## config.mk

```make
export PLATFORM = sky130hd
export DESIGN_NAME = lane_resize_fifo
export DESIGN_NICKNAME = d
export VERILOG_FILES = /design/src/rtl/lane_resize_fifo.sv
export SDC_FILE = /design/constraint.sdc
export NUM_CORES = 1
export LEC_CHECK = 0
export CAP_MARGIN = 20
export CORE_MARGIN = 3
export CORE_UTILIZATION = 52
export CTS_BUF_LIST = sky130_fd_sc_hd__clkbuf_16
export CTS_CLUSTER_SIZE = 28
export DETAILED_ROUTE_END_ITERATION = 10
export PLACE_DENSITY = 0.75
export SYNTH_ARGS = -nofsm -noshare
export SYNTH_HDL_FRONTEND = slang
export SYNTH_SLANG_ARGS = --single-unit
export TNS_END_PERCENT = 30
```

## constraint.sdc

```tcl
create_clock -name clk -period 2.7 [get_ports clk]
set_input_delay 0.675 -clock clk [delete_from_list [all_inputs] [get_ports clk]]
set_output_delay 0.675 -clock clk [all_outputs]
set_load 0.01 [all_outputs]
```

## src/rtl/lane_resize_fifo.sv

```systemverilog
// Lane-granular circular buffer. It accepts up to S_LANES lanes per beat and emits M_LANES lanes per beat.
// Optional macro RESIZE_FLUSH_EN adds per-lane last flags, so a packet tail is emitted as a short beat.
module lane_resize_fifo #(
    parameter int LANE_W  = 3,
    parameter int S_LANES = 3,
    parameter int M_LANES = 2,
    parameter int DEPTH   = 16,
    parameter int CNT_W   = $clog2(DEPTH + 1)
) (
    input  logic                              clk,
    input  logic                              rst,
    input  logic [S_LANES*LANE_W-1:0]         s_tdata,
    input  logic [$clog2(S_LANES+1)-1:0]      s_tlanes,
    input  logic                              s_tlast,
    input  logic                              s_tvalid,
    output logic                              s_tready,
    output logic [M_LANES*LANE_W-1:0]         m_tdata,
    output logic [$clog2(M_LANES+1)-1:0]      m_tlanes,
    output logic                              m_tlast,
    output logic                              m_tvalid,
    input  logic                              m_tready,
    output logic [CNT_W-1:0]                  level
);
    localparam int SL_W  = $clog2(S_LANES + 1);
    localparam int ML_W  = $clog2(M_LANES + 1);
    localparam int PTR_W = $clog2(DEPTH);

    logic [LANE_W-1:0] mem [DEPTH];
    logic [PTR_W-1:0]  wptr;
    logic [PTR_W-1:0]  rptr;
    logic [SL_W-1:0]   n_wr;
    logic [SL_W-1:0]   wr_cnt;
    logic [ML_W-1:0]   rd_cnt;
    logic [ML_W-1:0]   hit_lanes;
    logic              hit;
    logic              wr_en;
    logic              rd_en;

`ifdef RESIZE_FLUSH_EN
    logic [DEPTH-1:0]  flag;
`else
    logic              unused_tlast;
    assign unused_tlast = s_tlast;
`endif

    // Oversized lane counts are clamped rather than trusted.
    assign n_wr     = (s_tlanes > SL_W'(S_LANES)) ? SL_W'(S_LANES) : s_tlanes;
    assign s_tready = (CNT_W'(DEPTH) - level) >= CNT_W'(S_LANES);
    assign wr_en    = s_tvalid && s_tready;
    assign rd_en    = m_tvalid && m_tready;
    assign wr_cnt   = wr_en ? n_wr : '0;
    assign rd_cnt   = rd_en ? m_tlanes : '0;

    always_comb begin
        hit       = 1'b0;
        hit_lanes = ML_W'(M_LANES);
        m_tdata   = '0;
`ifdef RESIZE_FLUSH_EN
        // Only lanes actually stored are searched, and the first flag ends the beat.
        for (int j = 0; j < M_LANES; j++) begin
            if (!hit && (CNT_W'(j) < level) && flag[rptr + PTR_W'(j)]) begin
                hit       = 1'b1;
                hit_lanes = ML_W'(j + 1);
            end
        end
`endif
        m_tvalid = (level >= CNT_W'(M_LANES)) || hit;
        m_tlanes = m_tvalid ? hit_lanes : '0;
        m_tlast  = m_tvalid && hit;
        for (int j = 0; j < M_LANES; j++) begin
            m_tdata[j*LANE_W +: LANE_W] = m_tvalid ? mem[rptr + PTR_W'(j)] : '0;
        end
    end

    always_ff @(posedge clk) begin
        if (rst) begin
            wptr  <= '0;
            rptr  <= '0;
            level <= '0;
        end else begin
            wptr  <= wptr + PTR_W'(wr_cnt);
            rptr  <= rptr + PTR_W'(rd_cnt);
            level <= level + CNT_W'(wr_cnt) - CNT_W'(rd_cnt);
        end
    end

    always_ff @(posedge clk) begin
        if (!rst && wr_en) begin
            for (int i = 0; i < S_LANES; i++) begin
                if (SL_W'(i) < n_wr) begin
                    mem[wptr + PTR_W'(i)] <= s_tdata[i*LANE_W +: LANE_W];
                end
            end
        end
    end

`ifdef RESIZE_FLUSH_EN
    // Read clears and write sets never touch the same lane, because of the free-space check.
    always_ff @(posedge clk) begin
        if (rst) begin
            flag <= '0;
        end else begin
            if (rd_en) begin
                for (int j = 0; j < M_LANES; j++) begin
                    if (ML_W'(j) < m_tlanes) begin
                        flag[rptr + PTR_W'(j)] <= 1'b0;
                    end
                end
            end
            if (wr_en) begin
                for (int i = 0; i < S_LANES; i++) begin
                    if (SL_W'(i) < n_wr) begin
                        flag[wptr + PTR_W'(i)] <= s_tlast && (SL_W'(i + 1) == n_wr);
                    end
                end
            end
        end
    end
`endif

endmodule

```

==> impl_metrics.yaml, run 1 <==
run_status:
  status: "complete, but fails checks"
  violations: "setup timing"
grt:
  grt_max_degree: 24
  grt_pass1_vias: 4389
  grt_use_total_pct: 29.32
  grt_overflow: 0
  antenna_found_initial: 0
  grt_first_pass_wirelength_um: 22430
run:
  drv_cap: 0
routing:
  dr.pass1.iters: 6
  final_antenna_net_count: 0
  vias_per_cell: 6.645
  drc_errors: 0
  wl_per_cell_um: 20.66
  vias: 4439
  initialDrtViolationCount: 485
  wirelength_um: 13800
clock_tree:
  holdBufCountCts: 0
  htreeDepth: 3
  numCtsBuffers: 9
  cts_max_path_buffers: 2
  cts_sinks: 60
  clkTransAtPathRegs_ns: 0.06
  cts_root_buf: "clkbuf_16"
  clk-insertion-delay-late_ns: 0.34
  tritoncts: "built"
synthesis:
  ys_seq_area_share_pct: 37.47
  post_synth.cell_area_avg_sq_um: 9.673
  ys_ff_latch: 60
  synth_cell_types: 58
  syn_inst: 464
  yosys_warnings: 0
  synth_flop_cell: "edfxtp_1"
  async_flop_share_pct: 0
  synth_area_sq_mm: 0.004488
  synth_edf_count: 48
place:
  gp_congestion: 1.053
  numPortBuffers: 28
  place_hpwl_um: 10190
  dpl.cell_count: 646
  dpl-instance-area_sq_mm: 0.005439
timing:
  rsz0062_at_grt: "true"
  maxSlewViolCount: 0
  tns_ns: -0.04182
  fin_crit_sh_pct: 100.7
  setup_ws_ns: -0.01776
  tightest_slew_ns: 0.7295
  period_minus_slack_ns: 2.718
  relSlewSlack_pct: 51.21
  skew_ns: 0.008628
  finalSetupViolCount: 3
  hold_viol: 0
  fmaxAchievable_mhz: 368.0
pwr:
  p_int_mw: 2.942
  ir_worst_vdd_mv: 0.8770
  p_clk_share_pct: 22.7
  p_comb_share_pct: 53.4
  fin_total_pwr_mw: 4.953
  p_switching_mw: 2.011
  p_seq_share_pct: 23.9
  p_per_area_mw_per_mm2: 844.5
  p_sw_share_pct: 40.60
  p_leak_nw: 2.084
cells_and_area:
  drive_gt1_share_pct: 28.06
  area_growth_pct: 30.67
  finalNetCount: 591
  fillCellCount: 594
  finalNonFillerCells: 668
  fin_area_sq_mm: 0.005864
  regArea_sq_mm: 0.001699
  multi_input_area_sq_mm: 0.002719
  antennaDiodeCount: 0
worst_setup_path:
  crit_fanout: 5
  critPathRequiredTime_ns: 2.70
  endpoint_kind: "flip-flop"
  worstPathArrival_ns: 2.71
  critPathKind: "primary input to flip-flop"
  start_kind: "primary input"
floorplanning:
  die_x_um: 98.90
  dieArea_sq_mm: 0.009781
  pin_count: 32
  start_util_pct: 54.08
  dieHeight_um: 98.90
  rows: 33
  core-area_sq_mm: 0.008299
worst_hold_path:
  hold_class: "flip-flop to flip-flop"
==> cell type report <==
type,instances,area share (%)
clock inverters,7,1.152
inverters,19,1.387
repair buffers,112,16.04
flip-flops and latches,60,28.97
multi-input cells,356,46.36
clock buffers,9,3.840
well taps,105,2.240
==> critical path, cell delays in order <==
cell             delay (ns)
clkdlybuf4s50_1        0.60
inv_1                  0.08
or3_1                  0.38
buf_4                  0.16
or3_1                  0.46
o211ai_1               0.36
==> power by group through the flow <==
stage          Combinational (mW)  Sequential [mW]  Clock (mW)
2_1_floorplan                1.64             1.21           0
3_3_place_gp                 2.47             1.19           0
3_5_place_dp                 2.53             1.20           0
4_1_cts                      2.56             1.19        1.13
5_1_grt                      2.86             1.20        1.17
6_report                     2.65             1.18        1.12
==> layer usage <==
| layer | GRT usage [%] | vias to the layer above | share of wire [%] |
|---|---|---|---|
| met5 | 0 | - | 0 |
| met4 | 11.03 | 0 | 3.7 |
| met3 | 6.016 | 69 | 9.0 |
| met2 | 48.45 | 293 | 48 |
| met1 | 37.97 | 2092 | 39 |
| li1 | - | 1985 | - |
==> kinds of logic (layout without fill, tap and decap cells) <==
logic type      Yosys count  count (layout)  synth area share (%)
compound gates          155             155                 26.09
simple gates            154             154                 16.48
flops                    60              60                 37.47
buf+inv                  49             147                 4.739
mux                      18              18                 7.360
fa+ha+maj                17              17                 5.074
xor+xnor                 10              10                 2.705
other cells               1               2               0.08356
==> synth_stat cells, types with 4 or more instances <==
cell type	number	area, sq um
nor2_1	61	229.0
edfxtp_1	48	1441
nand2_1	40	150.1
o21ai_0	30	150.1
a21oi_1	28	140.1
a31oi_1	25	156.4
o211ai_1	19	142.6
inv_1	18	67.56
a221oi_1	15	131.4
clkbuf_1	15	56.30
ha_1	15	187.7
dfxtp_1	12	240.2
mux4_2	12	270.3
nor2b_1	9	56.30
buf_2	8	40.04
nand4_1	7	43.79
a22oi_1	6	45.04
mux2i_1	6	60.06
o2111ai_1	6	52.55
buf_4	5	37.54
xnor2_1	5	43.79
a2111oi_4	4	110.1
nand3_1	4	20.02
nor3_1	4	20.02
nor3_2	4	40.04
==> registers in the layout, summed over array words and instances, names as in the netlist <==
name,cells
mem,48
level,5
wptr,4
rptr,3
==> final timing paths <==
check | slack (ns) | end | depth (start not counted) | startpoint
min | 0.64 | level[0] | 2 | level[0]
max | -0.02 | mem[15][1] | 6 | s_tvalid
min reg2reg | 0.64 | level[0] | 2 | level[0]
max reg2reg | 0.02 | level[4] | 14 | level[3]
==> placed cells by master (no fill, tap or decap), types with 7 or more instances in the layout <==
master and count:
o211ai_1 19, mux4_2 12, a221oi_1 15, o21ai_0 30, dlygate4sd2_1 8, buf_4 82
nor2b_1 9, a31oi_1 25, ha_1 12, inv_1 14, nand2_1 40, clkdlybuf4s50_1 19
clkbuf_16 9, nor2_1 60, a21oi_1 27, nand4_1 7, edfxtp_1 48
==> what timing repair did <==
action | in CTS | in global routing
setup buffers | 0 | 5
gates cloned | 1 | 0
gates resized for setup | 15 | 6
pin swaps | 2 | 4
endpoints found under the setup margin | 10 | 35
==> per-stage QoR <==
stage          util, %  hold WS (ns)  setup WS, ns
4_1_cts          69.65        0.6703     -0.005892
3_5_place_dp     65.54        0.6503       -0.3203
2_1_floorplan        -        0.5538      -0.01760
6_report         70.66        0.6398      -0.01776
5_1_grt          70.66        0.6680      -0.09910
3_3_place_gp     65.54        0.6374       -0.2233
Note: power is estimated with default switching activity, not from simulation.
==> inputs of run 2 (changes only) <==
--- a/config.mk
+++ b/config.mk
@@ -6,12 +6,12 @@
 export NUM_CORES = 1
 export LEC_CHECK = 0
 export CAP_MARGIN = 20
-export CORE_MARGIN = 3
+export CORE_MARGIN = 4
 export CORE_UTILIZATION = 52
 export CTS_BUF_LIST = sky130_fd_sc_hd__clkbuf_16
 export CTS_CLUSTER_SIZE = 28
 export DETAILED_ROUTE_END_ITERATION = 10
-export PLACE_DENSITY = 0.75
+export PLACE_DENSITY_LB_ADDON = 0.12
 export SYNTH_ARGS = -nofsm -noshare
 export SYNTH_HDL_FRONTEND = slang
 export SYNTH_SLANG_ARGS = --single-unit
==> impl_metrics.yaml, run 2 (synthesized netlist as in run 1, its figures left out) <==
clock_tree:
  clk-insertion-delay-late_ns: 0.34
  cts_sinks: 60
  tritoncts: "built"
  htreeDepth: 3
  clkTransAtPathRegs_ns: 0.05
  holdBufCountCts: 0
  cts_max_path_buffers: 2
  numCtsBuffers: 9
  cts_root_buf: "clkbuf_16"
cells_and_area:
  final_core_util_pct: 70.68
  drive_gt1_share_pct: 28.52
  regMostFlops: "mem"
  largest_register_ffs: 48
  fin_area_sq_mm: 0.005866
  finalNetCount: 596
  area_growth_pct: 30.69
  finalNonFillerCells: 673
  final_common_cell: "buf_4"
  layout_common_cells: "buf_4 (86), nor2_1 (60), edfxtp_1 (48)"
  antennaDiodeCount: 0
  top_regs: "mem (48), level (5), wptr (4)"
worst_setup_path:
  path_cells: "inv_6 > ha_4 > a21oi_1 > o211ai_4 > nor2_4 > inv_4 > clkdlybuf4s50_1"
  critPathKind: "flip-flop to primary output"
  critPathRequiredTime_ns: 2.03
  crit_fanout: 5
  slowest_delay_ns: 0.47
  critPathSlowestCell: "clkdlybuf4s50_1"
  start_kind: "flip-flop"
  critical_path_buf_inv_count: 3
  timing.reg2reg.setup_slack_ns: 0.07
  worstPathArrival_ns: 1.99
  critPathTopFamily: "buffers and inverters"
  endpoint_kind: "primary output"
timing:
  maxSlewViolCount: 0
  fmaxAchievable_mhz: 375.5
  skew_ns: 0.006995
  relSlewSlack_pct: 50.78
  fin_crit_sh_pct: 98.64
  finalSetupViolCount: 0
  whs_ns: 0.6473
  hold_viol: 0
  period_minus_slack_ns: 2.663
  rsz0062_at_grt: "true"
  tightest_slew_ns: 0.7360
floorplanning:
  die_x_um: 100.9
  dieHeight_um: 100.9
  rows: 33
  start_util_pct: 54.08
  dieArea_sq_mm: 0.01018
  core-area_sq_mm: 0.008299
  pin_count: 32
place:
  numPortBuffers: 28
  dpl.cell_count: 654
  place_hpwl_um: 10310
  dpl-instance-area_sq_mm: 0.005499
  gp_congestion: 1.084
grt:
  grt_pass1_vias: 4085
  grt_use_total_pct: 27.30
  grt_overflow: 0
  grt_first_pass_wirelength_um: 21220
  grt_max_degree: 24
  antenna_found_initial: 0
worst_hold_path:
  hold_class: "flip-flop to flip-flop"
pwr:
  p_per_area_mw_per_mm2: 846.2
  ir_worst_vdd_mv: 0.7453
  fin_total_pwr_mw: 4.964
  p_leak_nw: 2.112
routing:
  dr.pass1.iters: 6
  initialDrtViolationCount: 736
  wirelength_um: 13630
  wl_per_cell_um: 20.26
  final_antenna_net_count: 0
  vias_per_cell: 6.508
  vias: 4380
  drc_errors: 0
run:
  drv_cap: 0
run_status:
  status: "finished, final reports clean"
run 2: changes by cell type in the layout (fill, tap and decap cells not counted), sizes merged:
| cell | delta |
|---|---|
| clkdlybuf4s50 | +1 |
| dlygate4sd2 | -2 |
| clkinvlp | -1 |
| inv | +1 |
| buf | +5 |
| dlymetal6s2s | +1 |
run 2: per-layer routing:
layer	vias to the layer above	part of all wire [%]	track usage [%]
met2	298	48	45.47
met1	2034	39	35.73
met3	62	10	5.467
met4	0	3.3	8.793
li1	1986	-	-
met5	-	0	0
run 2: stage by stage:
step / setup slack (ns) / TNS, ns
after global routing: -0.03582 / -0.07035
after detailed placement: -0.2574 / -11.67
after floorplan: -0.01760 / -0.01760
final: 0.03679 / 0
after CTS: -0.0008136 / -0.0008136
after global placement: -0.2329 / -8.517
run 2: final cells by class:
type,instances,area (sq um)
Clock buffer,9,225.2
Clock inverter,7,58.81
Fill cell,615,2434
Inverter,19,83.83
Multi-Input combinational cell,356,2679
Sequential cell,60,1700
Tap cell,105,131.4
Timing Repair Buffer,117,987.2
run 2: worst paths after layout:
path              startpoint  depth (start not counted)  endpoint
hold / removal      level[0]                          2  level[0]
setup / recovery    level[3]                          7  s_tready
setup reg to reg    level[3]                         14  level[4]
hold reg to reg     level[0]                          2  level[0]
run 2: what timing repair did:
| action | CTS | global route |
|---|---|---|
| buffers inserted | 0 | 2 |
| pin swaps | 0 | 3 |
| hold endpoints to repair | 0 | 0 |
| resized for setup | 14 | 5 |
| setup endpoints to repair | 9 | 14 |
| gates cloned | 1 | 0 |
run 2: where the power goes:
| group | leakage, nW | total [mW] | switching (mW) | internal (mW) |
|---|---|---|---|---|
| combinational | 1.44 | 2.67 | 1.52 | 1.15 |
| sequential | 0.535 | 1.18 | 0.0779 | 1.10 |
| clock | 0.141 | 1.12 | 0.416 | 0.700 |
run 2: worst reg2reg max path: stages (launching register included):
cell      delay (ns)
dfxtp_4         0.37
inv_6           0.05
ha_4            0.16
and3_4          0.17
o211ai_4        0.20
nor2_4          0.06
inv_4           0.07
nand3_2         0.11
fa_2            0.57
ha_2            0.17
inv_1           0.04
a21oi_1         0.12
nor2_1          0.06
or3_1           0.30
a21oi_1         0.11
==> inputs of run 3 (changes only) <==
--- a/config.mk
+++ b/config.mk
@@ -8,7 +8,6 @@
 export CAP_MARGIN = 20
 export CORE_MARGIN = 4
 export CORE_UTILIZATION = 52
-export CTS_BUF_LIST = sky130_fd_sc_hd__clkbuf_16
 export CTS_CLUSTER_SIZE = 28
 export DETAILED_ROUTE_END_ITERATION = 10
 export PLACE_DENSITY_LB_ADDON = 0.12
==> impl_metrics.yaml, run 3 (synthesized netlist as in run 1, its figures left out) <==
clock_tree:
  clkTransAtPathRegs_ns: 0.07
  cts_root_buf: "clkbuf_8"
  numCtsBuffers: 9
  htreeDepth: 3
  clk-insertion-delay-late_ns: 0.35
  cts_max_path_buffers: 2
  cts_sinks: 60
  tritoncts: "built"
grt:
  grt_max_degree: 24
  grt_first_pass_wirelength_um: 21070
  grt_overflow: 0
  grt_pass1_vias: 4064
  grt_use_total_pct: 27.14
  antenna_found_initial: 0
cells_and_area:
  finalNonFillerCells: 673
  final_common_cell: "buf_4"
  fillCellCount: 634
  regMostFlops: "mem"
  multi_input_area_sq_mm: 0.002683
  largest_register_ffs: 48
  regArea_sq_mm: 0.001700
  layout_common_cells: "buf_4 (86), nor2_1 (60), edfxtp_1 (48)"
  drive_gt1_share_pct: 28.87
  fin_area_sq_mm: 0.005781
  top_regs: "mem (48), level (5), wptr (4)"
  finalNetCount: 596
  area_growth_pct: 28.80
  antennaDiodeCount: 0
routing:
  final_antenna_net_count: 0
  initialDrtViolationCount: 534
  wl_per_cell_um: 20.02
  vias: 4286
  drc_errors: 0
  dr.pass1.iters: 6
  wirelength_um: 13470
  vias_per_cell: 6.368
worst_setup_path:
  slowest_delay_ns: 0.53
  critical_path_buf_inv_count: 2
  crit_start: "rptr[1]"
  timing.rr.start: "level[3]"
  start_kind: "flip-flop"
  worstPathArrival_ns: 1.98
  critPathKind: "flip-flop to primary output"
  path_cells: "bufbuf_16 > mux4_2 > mux2i_1 > nor2_1 > dlygate4sd2_1"
  critPathRequiredTime_ns: 2.03
  critPathTopFamily: "multiplexers"
  crit_fanout: 6
  critPathSlowestCell: "mux4_2"
  endpoint_kind: "primary output"
timing:
  skew_ns: 0.01182
  rsz0062_at_grt: "true"
  setup_ws_ns: 0.04705
  hold_viol: 0
  tightest_slew_ns: 0.7200
  tns_ns: 0
  relSlewSlack_pct: 51.85
  maxSlewViolCount: 0
  period_minus_slack_ns: 2.653
  fmaxAchievable_mhz: 376.9
  finalSetupViolCount: 0
  fin_crit_sh_pct: 98.26
place:
  numPortBuffers: 28
  place_ws_ns: -0.2574
  dpl.cell_count: 654
  gp_congestion: 1.084
  place_hpwl_um: 10310
  dpl-instance-area_sq_mm: 0.005499
floorplanning:
  start_util_pct: 54.08
  pin_count: 32
  rows: 33
  dieArea_sq_mm: 0.01018
  core-area_sq_mm: 0.008299
  dieHeight_um: 100.9
  die_x_um: 100.9
pwr:
  p_per_area_mw_per_mm2: 808.0
  fin_total_pwr_mw: 4.671
  ir_worst_vdd_mv: 0.7695
  p_leak_nw: 2.069
worst_hold_path:
  hold_class: "flip-flop to flip-flop"
  hp-start: "level[0]"
run_status:
  status: "finished, final reports clean"
run:
  drv_cap: 0
-- run 3: changes by cell type in the layout (fill, tap and decap cells not counted), sizes merged --
cell | before | now
clkinv | 4 | 3
dlymetal6s2s | 2 | 3
clkbuf | 9 | 11
inv | 20 | 19
clkdlybuf4s50 | 20 | 19
-- run 3: repair_timing --
action,in CTS,in global routing
setup endpoints to repair,9,13
gates resized for setup,13,8
setup buffers,0,2
pin swaps,0,3
hold buffers,0,0
cloned,1,0
-- run 3: power by group --
part,internal [mW],switching [mW],total [mW]
Sequential,1.10,0.0787,1.18
Combinational,1.16,1.52,2.68
Clock,0.445,0.364,0.809
Total,2.71,1.96,4.67
-- run 3: per-stage QoR --
step | util [%] | hold slack [ns]
floorplan | - | 0.5538
global route | 69.65 | 0.6831
finish | 69.65 | 0.6558
global placement | 66.26 | 0.6016
detailed placement | 66.26 | 0.6512
CTS | 69.14 | 0.6684
-- run 3: path summary, 6_finish.rpt --
kind	cells after the start	slack, ns	endpoint
max reg2reg	14	0.07	level[4]
min reg2reg	2	0.66	level[0]
max	5	0.05	m_tdata[1]
min	2	0.66	level[0]
-- run 3: routing by layer --
metal  global-route usage [%]  share of wire, %  routed length, um  up-vias
met5                        0                 0                  0        -
met4                    9.202               2.6                357        0
met3                    4.775               8.2               1111       44
met2                    44.71                48               6479      245
met1                    36.16                41               5525     2007
li1                         -                 -                  -     1990
-- run 3: tightest hold or removal path, cell delays in order (launching register included) --
cell	delay, ns
dfxtp_4	0.37
ha_1	0.12
nor2b_1	0.12
-- run 3: cell type report --
type	count	area share (%)
multi-input cells	356	46.41
flip-flops and latches	60	29.42
repair buffers	117	17.12
clock buffers	11	2.446
well taps	105	2.273
inverters	19	1.450
clock inverters	5	0.8874
